--- src/rtl/lockstep_cfg_pkg.sv ---
// Shared types and constants for the lockstep peripheral-bus config initiator.
package lockstep_cfg_pkg;

  typedef enum logic [2:0] {
    IDLE,
    REQ,
    WAIT_R,
    RESP,
    BOOT
  } state_e;

  // Bus write-enable is active low: 1 means read.
  localparam logic WEN_READ  = 1'b1;
  localparam logic WEN_WRITE = 1'b0;

  localparam int DEF_TIMEOUT_CYCLES = 256;

endpackage

--- src/rtl/lockstep_cfg_timeout_cnt.sv ---
// Saturating phase timer; expired_o is high while the count sits at LIMIT-1.
// Zero latency from count to expired_o; no backpressure (clear wins over enable).
module lockstep_cfg_timeout_cnt #(
  parameter int LIMIT = 256
) (
  input  logic clk_i,
  input  logic rst_i,
  input  logic clr_i,
  input  logic en_i,
  output logic expired_o
);

  localparam int W = (LIMIT > 2) ? $clog2(LIMIT) : 1;
  localparam logic [W-1:0] LAST = W'(LIMIT - 1);

  logic [W-1:0] cnt;

  always_ff @(posedge clk_i) begin
    if (rst_i || clr_i) begin
      cnt <= '0;
    end else if (en_i && (cnt != LAST)) begin
      cnt <= cnt + W'(1);
    end
  end

  assign expired_o = (cnt == LAST);

endmodule

--- src/rtl/lockstep_cfg_initiator.sv ---
// Valid/ready command to single-outstanding req/gnt/r_valid bus initiator; 3-cycle min accept-to-response,
// holds the response until rsp_ready_i. Optional boot write enabled by LOCKSTEP_BOOT_WRITE_EN.
module lockstep_cfg_initiator
  import lockstep_cfg_pkg::*;
#(
  parameter int ADDR_WIDTH     = 32,
  parameter int DATA_WIDTH     = 32,
  parameter int ID_WIDTH       = 2,
  parameter int MY_ID          = 0,
  parameter int TIMEOUT_CYCLES = DEF_TIMEOUT_CYCLES
`ifdef LOCKSTEP_BOOT_WRITE_EN
  ,
  parameter logic [ADDR_WIDTH-1:0] BOOT_ADDR  = '0,
  parameter logic [DATA_WIDTH-1:0] BOOT_WDATA = DATA_WIDTH'(1)
`endif
) (
  input  logic                    clk_i,
  input  logic                    rst_i,
  input  logic                    cmd_valid_i,
  output logic                    cmd_ready_o,
  input  logic [ADDR_WIDTH-1:0]   cmd_add_i,
  input  logic                    cmd_wen_i,
  input  logic [DATA_WIDTH-1:0]   cmd_wdata_i,
  input  logic [DATA_WIDTH/8-1:0] cmd_be_i,
  output logic                    rsp_valid_o,
  input  logic                    rsp_ready_i,
  output logic [DATA_WIDTH-1:0]   rsp_rdata_o,
  output logic                    rsp_err_o,
  output logic                    rsp_timeout_o,
  output logic                    req_o,
  output logic [ADDR_WIDTH-1:0]   add_o,
  output logic                    wen_o,
  output logic [DATA_WIDTH-1:0]   wdata_o,
  output logic [DATA_WIDTH/8-1:0] be_o,
  output logic [ID_WIDTH-1:0]     id_o,
  input  logic                    gnt_i,
  input  logic                    r_valid_i,
  input  logic                    r_opc_i,
  input  logic [ID_WIDTH-1:0]     r_id_i,
  input  logic [DATA_WIDTH-1:0]   r_rdata_i
`ifdef LOCKSTEP_BOOT_WRITE_EN
  ,
  output logic                    boot_err_o
`endif
);

  localparam logic [ID_WIDTH-1:0] MY_ID_V = ID_WIDTH'(MY_ID);
`ifdef LOCKSTEP_BOOT_WRITE_EN
  localparam state_e RST_STATE = BOOT;
`else
  localparam state_e RST_STATE = IDLE;
`endif

  state_e state, state_n;
  logic   cnt_clr, cnt_en, expired;
  logic   accept, granted, r_take, abort, rsp_done, boot_start, in_boot;

  assign id_o        = MY_ID_V;
  assign cmd_ready_o = (state == IDLE) && !rst_i;

  lockstep_cfg_timeout_cnt #(
    .LIMIT(TIMEOUT_CYCLES)
  ) u_timeout_cnt (
    .clk_i    (clk_i),
    .rst_i    (rst_i),
    .clr_i    (cnt_clr),
    .en_i     (cnt_en),
    .expired_o(expired)
  );

  always_comb begin
    state_n    = state;
    cnt_clr    = 1'b0;
    cnt_en     = 1'b0;
    accept     = 1'b0;
    granted    = 1'b0;
    r_take     = 1'b0;
    abort      = 1'b0;
    rsp_done   = 1'b0;
    boot_start = 1'b0;
    unique case (state)
      IDLE: begin
        if (cmd_valid_i) begin
          accept  = 1'b1;
          cnt_clr = 1'b1;
          state_n = REQ;
        end
      end
      REQ: begin
        cnt_en = 1'b1;
        if (gnt_i) begin
          granted = 1'b1;
          cnt_clr = 1'b1;
          state_n = WAIT_R;
        end else if (expired) begin
          abort   = 1'b1;
          state_n = in_boot ? IDLE : RESP;
        end
      end
      WAIT_R: begin
        cnt_en = 1'b1;
        if (r_valid_i && (r_id_i == MY_ID_V)) begin
          r_take  = 1'b1;
          state_n = in_boot ? IDLE : RESP;
        end else if (expired) begin
          abort   = 1'b1;
          state_n = in_boot ? IDLE : RESP;
        end
      end
      RESP: begin
        if (rsp_ready_i) begin
          rsp_done = 1'b1;
          state_n  = IDLE;
        end
      end
`ifdef LOCKSTEP_BOOT_WRITE_EN
      BOOT: begin
        boot_start = 1'b1;
        cnt_clr    = 1'b1;
        state_n    = REQ;
      end
`endif
      default: state_n = IDLE;
    endcase
  end

  always_ff @(posedge clk_i) begin
    if (rst_i) begin
      state         <= RST_STATE;
      req_o         <= 1'b0;
      add_o         <= '0;
      wen_o         <= WEN_READ;
      wdata_o       <= '0;
      be_o          <= '0;
      rsp_valid_o   <= 1'b0;
      rsp_rdata_o   <= '0;
      rsp_err_o     <= 1'b0;
      rsp_timeout_o <= 1'b0;
    end else begin
      state <= state_n;
      if (accept) begin
        req_o   <= 1'b1;
        add_o   <= cmd_add_i;
        wen_o   <= cmd_wen_i;
        wdata_o <= cmd_wdata_i;
        be_o    <= cmd_be_i;
      end
`ifdef LOCKSTEP_BOOT_WRITE_EN
      if (boot_start) begin
        req_o   <= 1'b1;
        add_o   <= BOOT_ADDR;
        wen_o   <= WEN_WRITE;
        wdata_o <= BOOT_WDATA;
        be_o    <= '1;
      end
`endif
      if (granted || abort) begin
        req_o <= 1'b0;
      end
      if (r_take && !in_boot) begin
        rsp_valid_o   <= 1'b1;
        rsp_rdata_o   <= (wen_o == WEN_READ) ? r_rdata_i : '0;
        rsp_err_o     <= r_opc_i;
        rsp_timeout_o <= 1'b0;
      end
      if (abort && !in_boot) begin
        rsp_valid_o   <= 1'b1;
        rsp_rdata_o   <= '0;
        rsp_err_o     <= 1'b0;
        rsp_timeout_o <= 1'b1;
      end
      if (rsp_done) begin
        rsp_valid_o <= 1'b0;
      end
    end
  end

`ifdef LOCKSTEP_BOOT_WRITE_EN
  logic boot_q;

  // Boot status is sticky until reset; the boot response never reaches rsp_*.
  always_ff @(posedge clk_i) begin
    if (rst_i) begin
      boot_q     <= 1'b0;
      boot_err_o <= 1'b0;
    end else begin
      if (boot_start) begin
        boot_q <= 1'b1;
      end
      if (boot_q && (r_take || abort)) begin
        boot_q     <= 1'b0;
        boot_err_o <= boot_err_o | abort | (r_take & r_opc_i);
      end
    end
  end

  assign in_boot = boot_q;
`else
  assign in_boot = 1'b0;
`endif

endmodule
--- config.mk ---
export PLATFORM = sky130hd
export DESIGN_NAME = lockstep_cfg_initiator
export DESIGN_NICKNAME = d
export VERILOG_FILES = /design/src/rtl/lockstep_cfg_pkg.sv /design/src/rtl/lockstep_cfg_timeout_cnt.sv /design/src/rtl/lockstep_cfg_initiator.sv
export SDC_FILE = /design/constraint.sdc
export NUM_CORES = 1
export LEC_CHECK = 0
export BUFFER_PORTS_ARGS = -buffer_cell sky130_fd_sc_hd__buf_2
export CORE_MARGIN = 2
export CORE_UTILIZATION = 39
export DETAILED_ROUTE_END_ITERATION = 7
export PLACE_DENSITY = 0.73
export SYNTH_ARGS = -nofsm -noshare
export SYNTH_HDL_FRONTEND = slang
export SYNTH_SLANG_ARGS = --single-unit
--- constraint.sdc ---
create_clock -name clk_i -period 2.8 [get_ports clk_i]
set_input_delay 0.42 -clock clk_i [delete_from_list [all_inputs] [get_ports clk_i]]
set_output_delay 0.42 -clock clk_i [all_outputs]
set_load 0.02 [all_outputs]
==> results of run 1 <==
==> report_power, final <==
part / switching, mW / total (mW) / internal, mW
clock: 0.722 / 2.23 / 1.51
sequential: 0.0326 / 1.74 / 1.70
combinational: 0.218 / 0.352 / 0.134
total: 0.972 / 4.32 / 3.35
==> routing by layer <==
layer / share of wire [%] / up-vias / wire (µm)
li1: - / 2195 / -
met1: 41 / 2019 / 4820
met2: 49 / 187 / 5760
met3: 7.7 / 18 / 904
met4: 1.7 / 0 / 198
met5: 0 / - / 0
==> cell families after synthesis <==
family,after synthesis,share of synthesized area [%]
AO/OA/AOI/OAI,125,15.7
XOR/XNOR,2,0.409
adder cells (fa/ha/maj),1,0.292
buffers and inverters,47,4.94
flip-flops,116,54.3
other,1,0.0876
AND/OR/NAND/NOR,245,24.3
==> registers in the layout, indices dropped and copies added, names as in the netlist <==
signal and count:
req_o 1, rsp_valid_o 1, wen_o 1, u_timeout_cnt.cnt 8, add_o 32, be_o 4
rsp_rdata_o 32, rsp_timeout_o 1, rsp_err_o 1, state 3, wdata_o 32
==> metrics by stage <==
stage | utilization, % | power (mW)
6_report | 55.8 | 4.32
4_1_cts | 55.8 | 4.37
2_1_floorplan | - | 1.97
5_1_grt | 55.8 | 4.49
3_5_place_dp | 50.0 | 2.12
3_3_place_gp | 50.0 | 2.11
==> area by class of cell <==
type                       count  area (µm²)
tap                          140         175
inverter                       2        7.51
clock buffer                  23         467
timing repair buffer         223        1140
sequential                   116        2320
multi-input combinational    376        1760
fill                         988        4770
clock inverter                 9         150
==> critical path, stage by stage, from the launching register on <==
cell,delay (ns)
dfxtp_1,0.58
or3b_2,0.48
o2bb2ai_1,0.20
a31o_2,0.61
a21oi_1,0.09
==> synth_stat cells (2+ instances only) <==
cell	instances	share of area [%]
a21oi_1	109	13
and2_1	3	0.44
buf_2	10	1.2
buf_4	4	0.70
clkbuf_1	29	2.5
dfxtp_1	116	54
inv_1	2	0.18
nand2_1	179	16
nand3_1	36	4.2
nand3b_1	2	0.35
nand4_1	2	0.29
nor2_1	6	0.53
nor2b_1	2	0.29
nor4_1	2	0.29
nor4b_1	2	0.41
o211a_1	2	0.47
o211ai_1	2	0.35
o21ai_0	3	0.35
o31ai_1	3	0.53
or3_1	3	0.44
or4_1	3	0.53
==> cells in the final DEF, fill, tap and decap left out, types with 2 or more instances in the layout <==
cell        count
bufinv_16       4
inv_1           2
conb_1          3
o211a_1         2
nor2_1          6
clkinv_2        3
nand2_1       179
clkbuf_1        3
a21oi_1       109
and2_1          3
or3_1           3
buf_4           8
nand3_1        36
nand3b_1        2
nand4_1         2
clkinvlp_4      2
o31ai_1         3
o21ai_0         3
clkbuf_8        4
or4_1           3
buf_2         215
nor4_1          2
o211ai_1        2
clkbuf_16      16
dfxtp_1       116
nor2b_1         2
==> path summary, 6_finish.rpt <==
path                           to  slack [ns]  cells after the start
hold / removal              wen_o        0.13                      3
setup / recovery  rsp_rdata_o[24]        0.67                      4
setup reg to reg  rsp_rdata_o[24]        0.67                      4
hold reg to reg    rsp_rdata_o[4]        0.45                      2
==> flow_summary.json, run 1 <==
{
  "initial_utilization_pct": 39.7,
  "fin_crit_sh_pct": 76.1,
  "grt_use_met3_pct": 6.34,
  "stdcell_area_um2": 6020,
  "worstSetupStartpointType": "register",
  "dr.pass1.iters": 5,
  "async_flop_share_pct": 0,
  "place_ws_ns": 0.692,
  "p_per_area_nw_per_um2": 718,
  "drc_errors": 0,
  "crit_path_end_kind": "register",
  "min_period_ns": 2.13,
  "h-tree-depth": 4,
  "ys_seq_elements": 116,
  "place.gp.congestion": 0.778,
  "routedWlPerCell_um": 13.1,
  "cts.sinks": 116,
  "whs_ns": 0.131,
  "core_um2": 10800,
  "synth-edff-count": 0,
  "final.setup.worst_slack_ns": 0.668,
  "tns_ns": 0,
  "drive_above_1_share_pct": 34.0,
  "slew_headroom_pct": 51.9,
  "grt.met1_usage_pct": 20.5,
  "status": "completed",
  "arrival_ns": 2.49,
  "place_inst": 857,
  "cp_max_fo": 33,
  "dp_hpwl_um": 8200,
  "yosys_warnings": 0,
  "synthCells": 537,
  "syn-mean-instance-area_um2": 7.97,
  "die_w_um": 109,
  "worst_ep_required_time_ns": 3.15,
  "synthDistinctLibCells": 38,
  "final_nets": 847,
  "syn-cell-area_um2": 4280,
  "cts.repair.resized": 0,
  "grtUsageTotal_pct": 19.5,
  "fmax_mhz": 469,
  "clkLatencyLatePin_ns": 0.51,
  "ctsHoldBuffers": 0,
  "yosysSeqAreaShare_pct": 54.3,
  "antenna_found_initial": 0,
  "top_usage_layer": "met2",
  "die_height_um": 109,
  "startpoint": "state[1]",
  "diodes": 0,
  "grt_pass1_wl_um": 18100,
  "clock-skew-final_ns": 0.00496,
  "clk_path_buf_depth": 2,
  "routed-via-count": 4419,
  "row_count": 38,
  "cts_tree": "yes",
  "grt_max_degree": 72,
  "clock-root-buffer": "clkbuf_8",
  "post_cts_buffers": 0,
  "worst_slew_pin_slew_ns": 0.722,
  "wl_um": 11700,
  "die-area_um2": 11800,
  "power_leakage_nw": 2.71,
  "maxSlewViolCount": 0,
  "rr_startpoint": "state[1]",
  "cts_inserted_buffers": 17,
  "criticalPathCategory": "reg2reg",
  "rsz0062_at_grt": "no",
  "layout.cells.non_filler": 889,
  "hold_start": "cmd_wen_i",
  "ys.flop_type": "dfxtp_1",
  "maxCapViolCount": 0,
  "overflow": 0,
  "syn2layout_area_growth_pct": 40.6,
  "io-pin-count": 218,
  "numPortBuffers": 215,
  "setup_violations": 0,
  "viasPerCell": 4.97,
  "final-hold-violation-count": 0,
  "hold_path_class": "in2reg",
  "grt_pass1_vias": 4144,
  "met2_usage_pct": 35.4,
  "ant_nets": 0,
  "drt_iter0_drc": 339,
  "detailed_place.area_um2": 5400,
  "path_clk_slew_ns": 0.05,
  "ir_drop_mv": 0.349
}
Note: power is estimated with default switching activity, not from simulation.
==> inputs of run 2 (changes only) <==
--- a/config.mk
+++ b/config.mk
@@ -9,7 +9,7 @@
 export CORE_MARGIN = 2
 export CORE_UTILIZATION = 39
 export DETAILED_ROUTE_END_ITERATION = 7
-export PLACE_DENSITY = 0.73
+export PLACE_DENSITY = 0.76
 export SYNTH_ARGS = -nofsm -noshare
 export SYNTH_HDL_FRONTEND = slang
 export SYNTH_SLANG_ARGS = --single-unit
==> constraint.sdc (replaced) <==
create_clock -name clk_i -period 1.9 [get_ports clk_i]
set_input_delay 0.285 -clock clk_i [delete_from_list [all_inputs] [get_ports clk_i]]
set_output_delay 0.285 -clock clk_i [all_outputs]
set_load 0.02 [all_outputs]
==> flow_summary.json, run 2 (synthesized netlist as in run 1, its figures left out) <==
{
  "place.gp.congestion": 0.828,
  "grt_pass1_vias": 3890,
  "worst_ep_required_time_ns": 1.62,
  "cts_inserted_buffers": 17,
  "final_common_cell": "buf_2",
  "die_w_um": 109,
  "ir_drop_mv": 0.485,
  "numPortBuffers": 215,
  "drt_iter0_drc": 409,
  "power_leakage_nw": 2.79,
  "arrival_ns": 1.49,
  "rsz0062_at_grt": "no",
  "routedWlPerCell_um": 13.0,
  "hold_path_class": "in2reg",
  "dr.max_layer_used": "met4",
  "layout.cells.non_filler": 897,
  "final_nets": 855,
  "routed-via-count": 4346,
  "overflow": 0,
  "min_path_cells": 3,
  "timing.rr.end": "u_timeout_cnt.cnt[7]",
  "core_um2": 10800,
  "criticalPathCategory": "reg2out",
  "fin_crit_sh_pct": 93.6,
  "place_ws_ns": 0.183,
  "wl_met1_um": 4810,
  "slew_headroom_pct": 66.1,
  "worst_slew_pin_slew_ns": 0.509,
  "crit_path_end_kind": "output port",
  "rrSetupSlack_ns": 0.14,
  "drc_errors": 0,
  "clk_path_buf_depth": 2,
  "hold_start": "cmd_wdata_i[8]",
  "die-area_um2": 11800,
  "maxCapViolCount": 0,
  "drive_above_1_share_pct": 34.9,
  "syn2layout_area_growth_pct": 44.2,
  "antenna_found_initial": 0,
  "row_count": 38,
  "status": "completed",
  "min_period_ns": 1.78,
  "ant_nets": 0,
  "maxSlewViolCount": 0,
  "wl_um": 11700,
  "worstSetupStartpointType": "register",
  "viasPerCell": 4.85,
  "grtUsageTotal_pct": 19.3,
  "holdPathEnd": "wdata_o[8]",
  "cts.repair.resized": 0,
  "cts_tree": "yes",
  "initial_utilization_pct": 39.7,
  "cts.sinks": 116,
  "ff2ff_path_depth": 5,
  "diodes": 0,
  "grt_pass1_wl_um": 18100,
  "grt_max_degree": 72,
  "clock-root-buffer": "clkbuf_8",
  "cp_max_fo": 7,
  "h-tree-depth": 4,
  "setup_violations": 0,
  "path_clk_slew_ns": 0.06,
  "fmax_mhz": 562,
  "clkLatencyLatePin_ns": 0.50,
  "final_cell_mix": "buf_2, nand2_1, dfxtp_1, a21oi_1, nand3_1",
  "rr_startpoint": "state[1]",
  "total_power_mw": 6.55,
  "io-pin-count": 218,
  "p_per_area_nw_per_um2": 1060,
  "place_inst": 863,
  "dp_hpwl_um": 7980,
  "nFillCells": 1025,
  "final.setup.worst_slack_ns": 0.122,
  "dr.pass1.iters": 4,
  "clock-skew-final_ns": 0.0159,
  "route.met3.wl_um": 984,
  "final-hold-violation-count": 0,
  "tns_ns": 0,
  "die_height_um": 109,
  "top_regs": "add_o (32), rsp_rdata_o (32), wdata_o (32)",
  "wl_met2_um": 5720
}
-- run 2: cell types whose count changed in the layout (fill, tap and decap cells not counted), moves of 2 or more --
cell	delta
buf_12	+5
buf_4	+2
clkbuf_1	-2
clkinv_4	+2
-- run 2: area by class of cell --
cell class	instances	area [µm²]	share of cell area, %
sequential	116	2320	37.6
multi-input combinational	376	1760	28.5
timing repair buffer	231	1260	20.4
clock buffer	20	445	7.22
clock inverter	12	201	3.26
tap	140	175	2.84
inverter	2	7.51	0.122
-- run 2: critical path, cell delays in order (launching register included) --
cell     delay, ns
dfxtp_1       0.37
buf_4         0.18
nor4_1        0.25
buf_2         0.21
-- run 2: worst max-delay path by stage --
stage,from,endpoint,slack [ns],cells after the start
floorplan,state[2],u_timeout_cnt.cnt[6],0.21,7
global placement,state[1],u_timeout_cnt.cnt[7],0.22,4
detailed placement,state[1],u_timeout_cnt.cnt[7],0.18,4
CTS,state[1],u_timeout_cnt.cnt[7],0.07,4
global route,state[0],cmd_ready_o,0.03,3
finish,state[0],cmd_ready_o,0.12,3
-- run 2: report_power, final --
group	internal (mW)	total (mW)	leakage [nW]	switching, mW
logic	0.220	0.551	1.53	0.331
clock network	2.34	3.45	0.311	1.11
registers	2.51	2.55	0.942	0.0423
-- run 2: through the flow --
stage,hold WS [ns],utilization [%],instance area [µm²]
4_1_cts,0.00112,57.1,6170
3_5_place_dp,0.441,51.0,5510
6_report,0.0191,57.2,6170
3_3_place_gp,0.434,51.0,5510
2_1_floorplan,0.409,-,4290
5_1_grt,0.000960,57.2,6170
-- run 2: timing repair --
action	4_1_cts	5_1_grt
hold buffers	1	0
buffers inserted	0	1
endpoints found under the setup margin	0	5
endpoints found under the hold margin	1	0
-- run 2: per-layer routing --
layer	vias to the layer above	global-route usage, %
li1	2203	-
met1	1963	22.2
met2	170	33.1
met3	10	6.46
met4	0	7.51
met5	-	0
